--- config.mk ---
export PLATFORM = sky130hd
export DESIGN_NAME = iterated_float_to_fixed
export DESIGN_NICKNAME = d
export VERILOG_FILES = /design/src/rtl/float_pkg.sv /design/src/rtl/iterated_float_to_fixed.sv
export SDC_FILE = /design/constraint.sdc
export NUM_CORES = 1
export LEC_CHECK = 0
export ABC_AREA = 1
export ABC_CLOCK_PERIOD_IN_PS = 1900
export BUFFER_PORTS_ARGS = -buffer_cell sky130_fd_sc_hd__buf_2
export CORE_MARGIN = 2
export CORE_UTILIZATION = 40
export CTS_BUF_LIST = sky130_fd_sc_hd__clkbuf_16
export DETAILED_ROUTE_END_ITERATION = 7
export GPL_ROUTABILITY_DRIVEN = 1
export GPL_TIMING_DRIVEN = 0
export HOLD_SLACK_MARGIN = 0.08
export REMOVE_ABC_BUFFERS = 1
export SYNTH_ARGS = -nofsm -noshare
export SYNTH_HDL_FRONTEND = slang
export SYNTH_SLANG_ARGS = --single-unit
--- constraint.sdc ---
create_clock -name clk -period 1.9 [get_ports clk]
set_clock_uncertainty 0.05 [all_clocks]
set_input_delay 0.095 -clock clk [delete_from_list [all_inputs] [get_ports clk]]
set_output_delay 0.095 -clock clk [all_outputs]
set_load 0.01 [all_outputs]
--- src/rtl/float_pkg.sv ---
// Shared IEEE-754 single-precision field layout and converter state encoding.
package float_pkg;

  localparam int unsigned FLOAT_EXP_BIAS = 127;
  localparam int unsigned FLOAT_EXP_W    = 8;
  localparam int unsigned FLOAT_FRAC_W   = 23;

  typedef struct packed {
    logic                    sign;
    logic [FLOAT_EXP_W-1:0]  exponent;
    logic [FLOAT_FRAC_W-1:0] fraction;
  } float_fields_t;

  typedef enum logic {
    ST_IDLE,
    ST_BUSY
  } conv_state_t;

endpackage

--- src/rtl/iterated_float_to_fixed.sv ---
// Float-to-signed-integer converter: trivial cases resolve in one cycle,
// normal values shift fraction bits into the magnitude one per cycle.
module iterated_float_to_fixed
  import float_pkg::*;
#(
  parameter int unsigned WIDTH = 8
) (
  input  logic             clk,
  input  logic             reset,
  input  logic             start,
  output logic             ready,
  output logic             done,
  input  logic [31:0]      float,
  output logic [WIDTH-1:0] fixed,
  output logic             ovf
);

  localparam int unsigned MAG_W = WIDTH - 1;
  localparam int unsigned CNT_W = $clog2(WIDTH);
  localparam logic [8:0]  E_MAX = 9'(WIDTH - 1);
  localparam logic [WIDTH-1:0] MIN_VAL = {1'b1, {(WIDTH-1){1'b0}}};

  conv_state_t             state_q, state_d;
  logic [CNT_W-1:0]        cnt_q, cnt_d;
  logic [MAG_W-1:0]        mag_q, mag_d;
  logic [FLOAT_FRAC_W-1:0] frac_q, frac_d;
  logic                    sign_q, sign_d;
  logic                    min_q, min_d;
  logic                    ovf_q, ovf_d;
  logic                    ready_q, ready_d;
  logic                    done_q, done_d;

  float_fields_t           fields;
  logic [8:0]              e_unb;
  logic                    is_special;
  logic                    is_zero;
  logic                    is_sat;
  logic                    is_exact_min;
  logic [WIDTH-1:0]        mag_ext;

  // Operand classification.
  always_comb begin
    fields       = float_fields_t'(float);
    e_unb        = 9'(fields.exponent) - 9'(FLOAT_EXP_BIAS);
    is_special   = (fields.exponent == '1);
    is_zero      = !is_special && (fields.exponent < FLOAT_EXP_W'(FLOAT_EXP_BIAS));
    is_exact_min = !is_special && !is_zero && (e_unb == E_MAX) &&
                   fields.sign && (fields.fraction == '0);
    is_sat       = is_special ||
                   (!is_zero && (e_unb >= E_MAX) && !is_exact_min);
  end

  // Next-state and datapath updates.
  always_comb begin
    state_d = state_q;
    cnt_d   = cnt_q;
    mag_d   = mag_q;
    frac_d  = frac_q;
    sign_d  = sign_q;
    min_d   = min_q;
    ovf_d   = ovf_q;
    ready_d = ready_q;
    done_d  = 1'b0;

    case (state_q)
      ST_IDLE: begin
        if (start && ready_q) begin
          sign_d = fields.sign;
          min_d  = 1'b0;
          ovf_d  = 1'b0;
          mag_d  = '0;
          frac_d = '0;
          cnt_d  = '0;
          if (is_sat) begin
            // Positive non-NaN saturates high; everything else to the minimum.
            ovf_d = 1'b1;
            if (!fields.sign && !(is_special && fields.fraction != '0)) begin
              sign_d = 1'b0;
              mag_d  = '1;
            end else begin
              min_d = 1'b1;
            end
            done_d = 1'b1;
          end else if (is_zero) begin
            sign_d = 1'b0;
            done_d = 1'b1;
          end else if (is_exact_min) begin
            min_d  = 1'b1;
            done_d = 1'b1;
          end else if (e_unb == 9'd0) begin
            mag_d  = MAG_W'(1);
            done_d = 1'b1;
          end else begin
            mag_d   = MAG_W'(1);
            frac_d  = fields.fraction;
            cnt_d   = CNT_W'(e_unb);
            ready_d = 1'b0;
            state_d = ST_BUSY;
          end
        end
      end
      ST_BUSY: begin
        mag_d  = (mag_q << 1) | MAG_W'(frac_q[FLOAT_FRAC_W-1]);
        frac_d = frac_q << 1;
        cnt_d  = cnt_q - CNT_W'(1);
        if (cnt_q == CNT_W'(1)) begin
          state_d = ST_IDLE;
          ready_d = 1'b1;
          done_d  = 1'b1;
        end
      end
      default: state_d = ST_IDLE;
    endcase
  end

  always_ff @(posedge clk or negedge reset) begin
    if (!reset) begin
      state_q <= ST_IDLE;
      cnt_q   <= '0;
      mag_q   <= '0;
      frac_q  <= '0;
      sign_q  <= 1'b0;
      min_q   <= 1'b0;
      ovf_q   <= 1'b0;
      ready_q <= 1'b1;
      done_q  <= 1'b0;
    end else begin
      state_q <= state_d;
      cnt_q   <= cnt_d;
      mag_q   <= mag_d;
      frac_q  <= frac_d;
      sign_q  <= sign_d;
      min_q   <= min_d;
      ovf_q   <= ovf_d;
      ready_q <= ready_d;
      done_q  <= done_d;
    end
  end

  // Result is formed from held registers so it stays stable until the next start.
  assign mag_ext = WIDTH'(mag_q);
  assign fixed   = min_q ? MIN_VAL : (sign_q ? -mag_ext : mag_ext);
  assign ovf     = ovf_q;
  assign ready   = ready_q;
  assign done    = done_q;

endmodule

# Yosys cells after proc, flatten, opt, wreduce, memory -nomap -nowiden
# Cells that the tools add are included.
[op_classes]
n_addsub = 3
magnitude_cmp = 2
n_eq_ne = 9
muxes = 49
bitwise = 2
n_reduce_logical = 21
[ops]
columns = ["operator", "n"]
rows = [
  ["$mux W23", 5],
  ["$pmux W23 S2", 1],
  ["$mux W1", 28],
  ["$logic_not A23 Y1", 1],
  ["$reduce_bool A23 Y1", 1],
  ["$mux W7", 3],
  ["$mux W8", 2],
  ["$mux W3", 5],
  ["$pmux W7 S2", 1],
  ["$logic_and A1 B1 Y1", 10],
  ["$ne A2 B2 Y1 const B", 5],
  ["$eq A9 B3 Y1 const B", 1],
  ["$ge A9 B3 Y1 const B", 1],
  ["$logic_not A9 Y1", 1],
  ["$sub A8 B7 Y9 const B", 1],
  ["$eq A8 B8 Y1 const B", 1],
  ["$lt A8 B7 Y1 const B", 1],
  ["$neg A7 Y8", 1],
  ["$or A7 B1 Y7", 1],
  ["$pmux W1 S2", 3],
  ["$pmux W3 S2", 1],
  ["$reduce_and A6 Y1", 1],
  ["$logic_not A1 Y1", 5],
  ["$eq A3 B1 Y1 const B", 1],
  ["5 further kinds", 5],
]
[word_totals]
regBits = 39
inputBits = 35

# Longest topological paths before layout
[logic_depth]
word_depth = 14
ltp_mapped = 12

# Least setup slack after synthesis
# No wires, ideal clock.
[synth_timing]
path_kind = "input port to flip-flop"
from = "in float[23]"
to = "reg frac_q[5]"
setup_ps = 124
t_arrival_ps = 1316
t_required_ps = 1726
slack_ps = 410
stages = 11
path_buffers = 1
cell_sequence = "ha_1 > nand2_1 > inv_1 > nor2_1 > nand2_1 > nand2_1 > nor2_1 > and2_4 > nand3_4 > buf_6 > o21bai_2"
[synth_between]
elab_chain_len = 14
[synth_lines]
columns = ["item", "line", "rtl"]
rows = [
  ["from (decl)", "iterated_float_to_fixed.sv:13", "input logic [31:0] float,"],
  ["branches (longest 11 deep; another with $sub A8 B7 Y9)", "-", ""],
  ["$mux W23 (*)", "iterated_float_to_fixed.sv:74", "if (is_sat) begin"],
  ["$mux W23 (*)", "iterated_float_to_fixed.sv:67", "if (start && ready_q) begin"],
  ["$pmux W23 S2 (*)", "iterated_float_to_fixed.sv:65", "case (state_q)"],
  ["to (signal assigned)", "iterated_float_to_fixed.sv:131", "frac_q <= frac_d;"],
  ["to (decl)", "iterated_float_to_fixed.sv:26", "logic [FLOAT_FRAC_W-1:0] frac_q, frac_d;"],
]
# Mark *: on every way between the ends. The select of a mux whose other input is x is not followed.
# A chain may end at the register's enable or synchronous reset.

# Worst setup path after layout
[layout_timing]
from = "in float[6]"
to = "reg mag_q[5]"
[layout_between]
elab_chain_len = 8
[layout_lines]
columns = ["item", "line", "rtl"]
rows = [
  ["$reduce_bool A23 Y1 or $logic_not A23 Y1 (tied branches)", "iterated_float_to_fixed.sv:77, iterated_float_to_fixed.sv:48", ""],
  ["$logic_and A1 B1 Y1, on equally long branches", "iterated_float_to_fixed.sv:77, iterated_float_to_fixed.sv:48", ""],
  ["$logic_not A1 Y1, on equally long branches", "iterated_float_to_fixed.sv:77, iterated_float_to_fixed.sv:50", ""],
  ["$logic_and A1 B1 Y1, on equally long branches", "iterated_float_to_fixed.sv:77, iterated_float_to_fixed.sv:50", ""],
  ["$mux W7 or $logic_or A1 B1 Y1 (tied branches)", "iterated_float_to_fixed.sv:77, iterated_float_to_fixed.sv:49", ""],
  ["$mux W7 (*)", "iterated_float_to_fixed.sv:74", ""],
  ["$mux W7 (*)", "iterated_float_to_fixed.sv:67", ""],
  ["$pmux W7 S2 (*)", "iterated_float_to_fixed.sv:65", ""],
  ["to (signal assigned)", "iterated_float_to_fixed.sv:130", "mag_q <= mag_d;"],
  ["to (decl)", "iterated_float_to_fixed.sv:25", "logic [MAG_W-1:0] mag_q, mag_d;"],
]
# Every way passes the cells marked *; elsewhere a longest branch is shown, timed or not. The select of a mux whose other input is x is not followed.

==> report_table.html <==
<table>
<tr><th>Metric</th><th>Value</th></tr>
<tr><th colspan="2">Clock network</th></tr>
<tr><td>Clk_lat worst skew</td><td>0.28 ns</td></tr>
<tr><td>Total clock buffers created by CTS</td><td>5</td></tr>
<tr><td>Cell chosen for the clock root</td><td>clkbuf_16</td></tr>
<tr><td>Number of levels the H-tree was split into</td><td>2</td></tr>
<tr><td>Buffer levels on the longest clock path</td><td>2</td></tr>
<tr><td>TritonCTS Sinks</td><td>39</td></tr>
<tr><td>Clock-pin slew on the worst setup and hold paths</td><td>0.06 ns</td></tr>
<tr><td>Clock tree from TritonCTS</td><td>built</td></tr>
<tr><th colspan="2">STA</th></tr>
<tr><td>Clock period minus final worst setup slack</td><td>1.72 ns</td></tr>
<tr><td>Tightest Pin Transition</td><td>0.863 ns</td></tr>
<tr><td>Final-layout setup total negative slack</td><td>0 ns</td></tr>
<tr><td>Slew headroom</td><td>42.5%</td></tr>
<tr><td>Final setup violation count</td><td>0</td></tr>
<tr><td>Unrepaired setup endpoints after global routing</td><td>false</td></tr>
<tr><td>Final Hold Fails</td><td>0</td></tr>
<tr><td>Share of the clock period used by the worst path after layout</td><td>90.8%</td></tr>
<tr><td>Final Max Tran Viols</td><td>0</td></tr>
<tr><td>Highest clock rate</td><td>0.580 GHz</td></tr>
<tr><th colspan="2">Worst setup path</th></tr>
<tr><td>Arrival time of data at the critical path endpoint</td><td>1.84 ns</td></tr>
<tr><td>Crit start category</td><td>input pin</td></tr>
<tr><td>Largest incremental delay on the critical path</td><td>0.54 ns</td></tr>
<tr><td>Crit path kind</td><td>in -&gt; reg</td></tr>
<tr><td>Data required time at the worst endpoint</td><td>2.02 ns</td></tr>
<tr><td>Dominant delay contributor by cell family on the critical path</td><td>buffers and inverters</td></tr>
<tr><td>Worst path buffer plus inverter count</td><td>5</td></tr>
<tr><td>Top cell by count, worst path</td><td>nand4_1</td></tr>
<tr><td>Maximum fanout along the worst path</td><td>7</td></tr>
<tr><td>Master of the slowest instance on the critical path</td><td>dlygate4sd3_1</td></tr>
<tr><td>Crit. End Element</td><td>register</td></tr>
<tr><td>Chain of cells forming the critical path</td><td>dlygate4sd3_1 &gt; buf_2 &gt; inv_1 &gt; nand4_1 &gt; nor2_1 &gt; inv_1 &gt; nor2_1 &gt; nand4_1 &gt; nand4_1 &gt; buf_4 &gt; nand2_1</td></tr>
<tr><th colspan="2">Global routing</th></tr>
<tr><td>Met1 capacity usage during global routing</td><td>20.4%</td></tr>
<tr><td>Pin count of the biggest net entering global routing</td><td>40</td></tr>
<tr><td>Most Crowded Layer GR</td><td>met2</td></tr>
<tr><td>Total GRT Usage</td><td>17.1%</td></tr>
<tr><td>Total overflow reported by the global router</td><td>0</td></tr>
<tr><td>Global-route wire length before repair</td><td>9920 um</td></tr>
<tr><td>Initial antenna violation count</td><td>0</td></tr>
<tr><td>Vias in the first global route</td><td>2285</td></tr>
<tr><td>Met3 routing resource usage after global routing</td><td>2.49%</td></tr>
<tr><td>Met2 Use GR</td><td>32.3%</td></tr>
<tr><th colspan="2">Drt</th></tr>
<tr><td>Wire length reported by the detailed router</td><td>5680 um</td></tr>
<tr><td>Routed wire length per instance</td><td>12.3 um</td></tr>
<tr><td>Mean number of vias per cell</td><td>4.76</td></tr>
<tr><td>Via Count</td><td>2205</td></tr>
<tr><td>DRT iter0 DRCs</td><td>111</td></tr>
<tr><td># DRC</td><td>0</td></tr>
<tr><td>TritonRoute pass-1 iters</td><td>4</td></tr>
<tr><td>Residual antenna-violating net count after detailed routing</td><td>0</td></tr>
<tr><th colspan="2">Power</th></tr>
<tr><td>Cell area power density</td><td>887 nW/um2</td></tr>
<tr><td>Power Total</td><td>2.85 mW</td></tr>
<tr><td>Leak pwr</td><td>1.65 nW</td></tr>
<tr><td>Max VDD drop</td><td>607 uV</td></tr>
<tr><th colspan="2">Synth</th></tr>
<tr><td>Cell types occupying the most area after synthesis</td><td>dfrtp_1 38%, inv_1 12%, nand2_1 8.3%</td></tr>
<tr><td>Synth Area in Compound Gates</td><td>22.7%</td></tr>
<tr><td>Adder-cell area share of the yosys netlist</td><td>3.02%</td></tr>
<tr><td>Cell accounting for the most synthesized area</td><td>dfrtp_1</td></tr>
<tr><td>Multiplexer share of the synthesized area</td><td>0%</td></tr>
<tr><td>Post-Synthesis Mean Instance Area</td><td>7.87 um2</td></tr>
<tr><td>Simple-gate share of the synthesized area</td><td>20.3%</td></tr>
<tr><td>Number of warnings printed during yosys synthesis</td><td>0</td></tr>
<tr><td>Fraction of registers with async set/reset</td><td>100%</td></tr>
<tr><td>Most used DFF post-synth</td><td>dfrtp_1</td></tr>
<tr><td>Synthesized cell area</td><td>2490 um2</td></tr>
<tr><td>Syn Inst Count</td><td>316</td></tr>
<tr><td>Largest family of logic cells by synthesized area</td><td>compound AO/OA/AOI/OAI gates</td></tr>
<tr><td>Area share of xor/xnor cells in the synthesized design</td><td>0.705%</td></tr>
<tr><td>Sequential fraction of the synthesis area</td><td>39.3%</td></tr>
<tr><td>Number of distinct library cell variants in the gate-level netlist after synthesis</td><td>29</td></tr>
<tr><td>Share of the synthesized area in the top cell type</td><td>38.2%</td></tr>
<tr><td>Synthesized flop and latch total</td><td>39</td></tr>
<tr><td>Number of flops mapped to enable cells by yosys</td><td>0</td></tr>
<tr><th colspan="2">Floorplan</th></tr>
<tr><td>Number of placement rows</td><td>28</td></tr>
<tr><td>Count of pins on the block boundary</td><td>46</td></tr>
<tr><td>Initial Utilization</td><td>41.7%</td></tr>
<tr><td>Core ar.</td><td>5960 um2</td></tr>
<tr><td>Area of the die</td><td>6860 um2</td></tr>
<tr><td>Overall die width</td><td>82.8 um</td></tr>
<tr><td>Vertical die dimension</td><td>82.8 um</td></tr>
<tr><th colspan="2">Place</th></tr>
<tr><td>Number of buffer cells added on primary ports</td><td>45</td></tr>
<tr><td>Half-perimeter wire length of the detailed placement result</td><td>3790 um</td></tr>
<tr><td>GPL Wtd Cong</td><td>0.770</td></tr>
<tr><th colspan="2">Outcome</th></tr>
<tr><td>Result of the run</td><td>complete, no violations</td></tr>
<tr><th colspan="2">Layout</th></tr>
<tr><td>Total number of nets in the final design</td><td>428</td></tr>
<tr><td>Ant. Diodes</td><td>0</td></tr>
<tr><td>Share of post-route cells with drive strength above 1</td><td>22.4%</td></tr>
<tr><td>Area Growth Syn to Fin</td><td>29.1%</td></tr>
<tr><th colspan="2">Hold path</th></tr>
<tr><td>Path category of the worst min-delay check</td><td>in -&gt; reg</td></tr>
<tr><th colspan="2">Job</th></tr>
<tr><td>Number of violations of the max-capacitance limit</td><td>0</td></tr>
</table>
==> cells in the mapped netlist, drive strengths merged (3+ instances only) <==
cell type	instances
dfrtp	38
o21ai	15
o21bai	25
clkbuf	3
nand4	9
nand2	57
inv	77
buf	6
a21oi	8
nor2	23
o22ai	27
ha	6
nand3	16
==> logic make-up after synthesis <==
kind of cell	Yosys count
simple gates	108
buf+inv	86
compound gates	75
flops	39
fa+ha+maj	6
xor+xnor	2
==> layout by cell type, fill, tap and decap left out, types with 2 or more instances in the layout <==
cell and n:
inv_1 76, nand2_1 54, buf_2 45, dfrtp_1 37, o22ai_1 27, dlygate4sd3_1 24, nor2_1 20, o21bai_2 16
o21ai_0 15, nand3_1 14, nand4_1 9, a21oi_1 8, o21bai_1 6, ha_1 6, clkbuf_16 5, o21bai_4 3
nand2_2 2, nand3_4 2, clkinvlp_4 2, buf_4 2
==> final cells by class <==
class	instances	area, um2
fillers	593	2750
flip-flops and latches	39	978
inverters	77	293
clock inverters	3	42.5
repair inverters	1	7.51
multi-input cells	192	1190
well taps	75	93.8
repair buffers	71	480
clock buffers	5	125
==> what timing repair did <==
item                       in CTS  in global routing
setup buffers                   1                  1
pin swaps                       0                  1
hold buffers                   24                  0
cloned                          1                  1
setup endpoints to repair      33                 28
hold endpoints to repair       61                  0
resized for setup               3                  3
==> through the flow <==
stage	std cells	hold slack [ns]	setup slack [ns]	util [%]	cell area (um2)
floorplan	307	-0.251	-0.221	-	2430
global placement	427	0.210	-0.909	46.2	2750
detailed placement	427	0.214	-0.891	46.2	2750
CTS	461	0.0943	0.0394	53.4	3180
global route	463	0.112	0.0374	53.9	3210
finish	463	0.0835	0.175	53.9	3210
==> power breakdown <==
group / total (mW) / internal (mW) / switching, mW
logic: 0.855 / 0.345 / 0.510
clock network: 0.951 / 0.619 / 0.332
registers: 1.04 / 0.944 / 0.0953
total: 2.85 / 1.91 / 0.937
==> state kept, by name, indices dropped and copies added (netlist names) <==
name	count
done	1
cnt_q	3
ovf	1
ready	1
min_q	1
mag_q	7
sign_q	1
frac_q	23
state_q	1
==> path summary, 6_finish.rpt <==
path / from / end / slack (ns) / cells after the start
max: float[6] / mag_q[5] / 0.18 / 11
min: float[0] / frac_q[0] / 0.08 / 3
max reg2reg: ready / frac_q[22] / 0.20 / 6
min reg2reg: ovf / ovf / 0.43 / 2
max in group asynchronous: reset / state_q / 0.77 / 2
min in group asynchronous: reset / frac_q[14] / 0.42 / 2
==> worst reg2reg max path, cell delays in order (launching register included) <==
cell	delay, ns
dfstp_2	0.54
nand2_1	0.19
nand2_4	0.33
inv_1	0.13
nand2_1	0.08
o21ai_0	0.08
o21bai_2	0.19
==> layer usage <==
metal | share of wire (%) | wire length [um] | up-vias
met3 | 2.6 | 147 | 5
li1 | - | - | 1158
met4 | 0.81 | 46 | 0
met5 | 0 | 0 | -
met2 | 51 | 2880 | 34
met1 | 46 | 2600 | 1008
No activity file was read; power rests on OpenSTA's default activity.
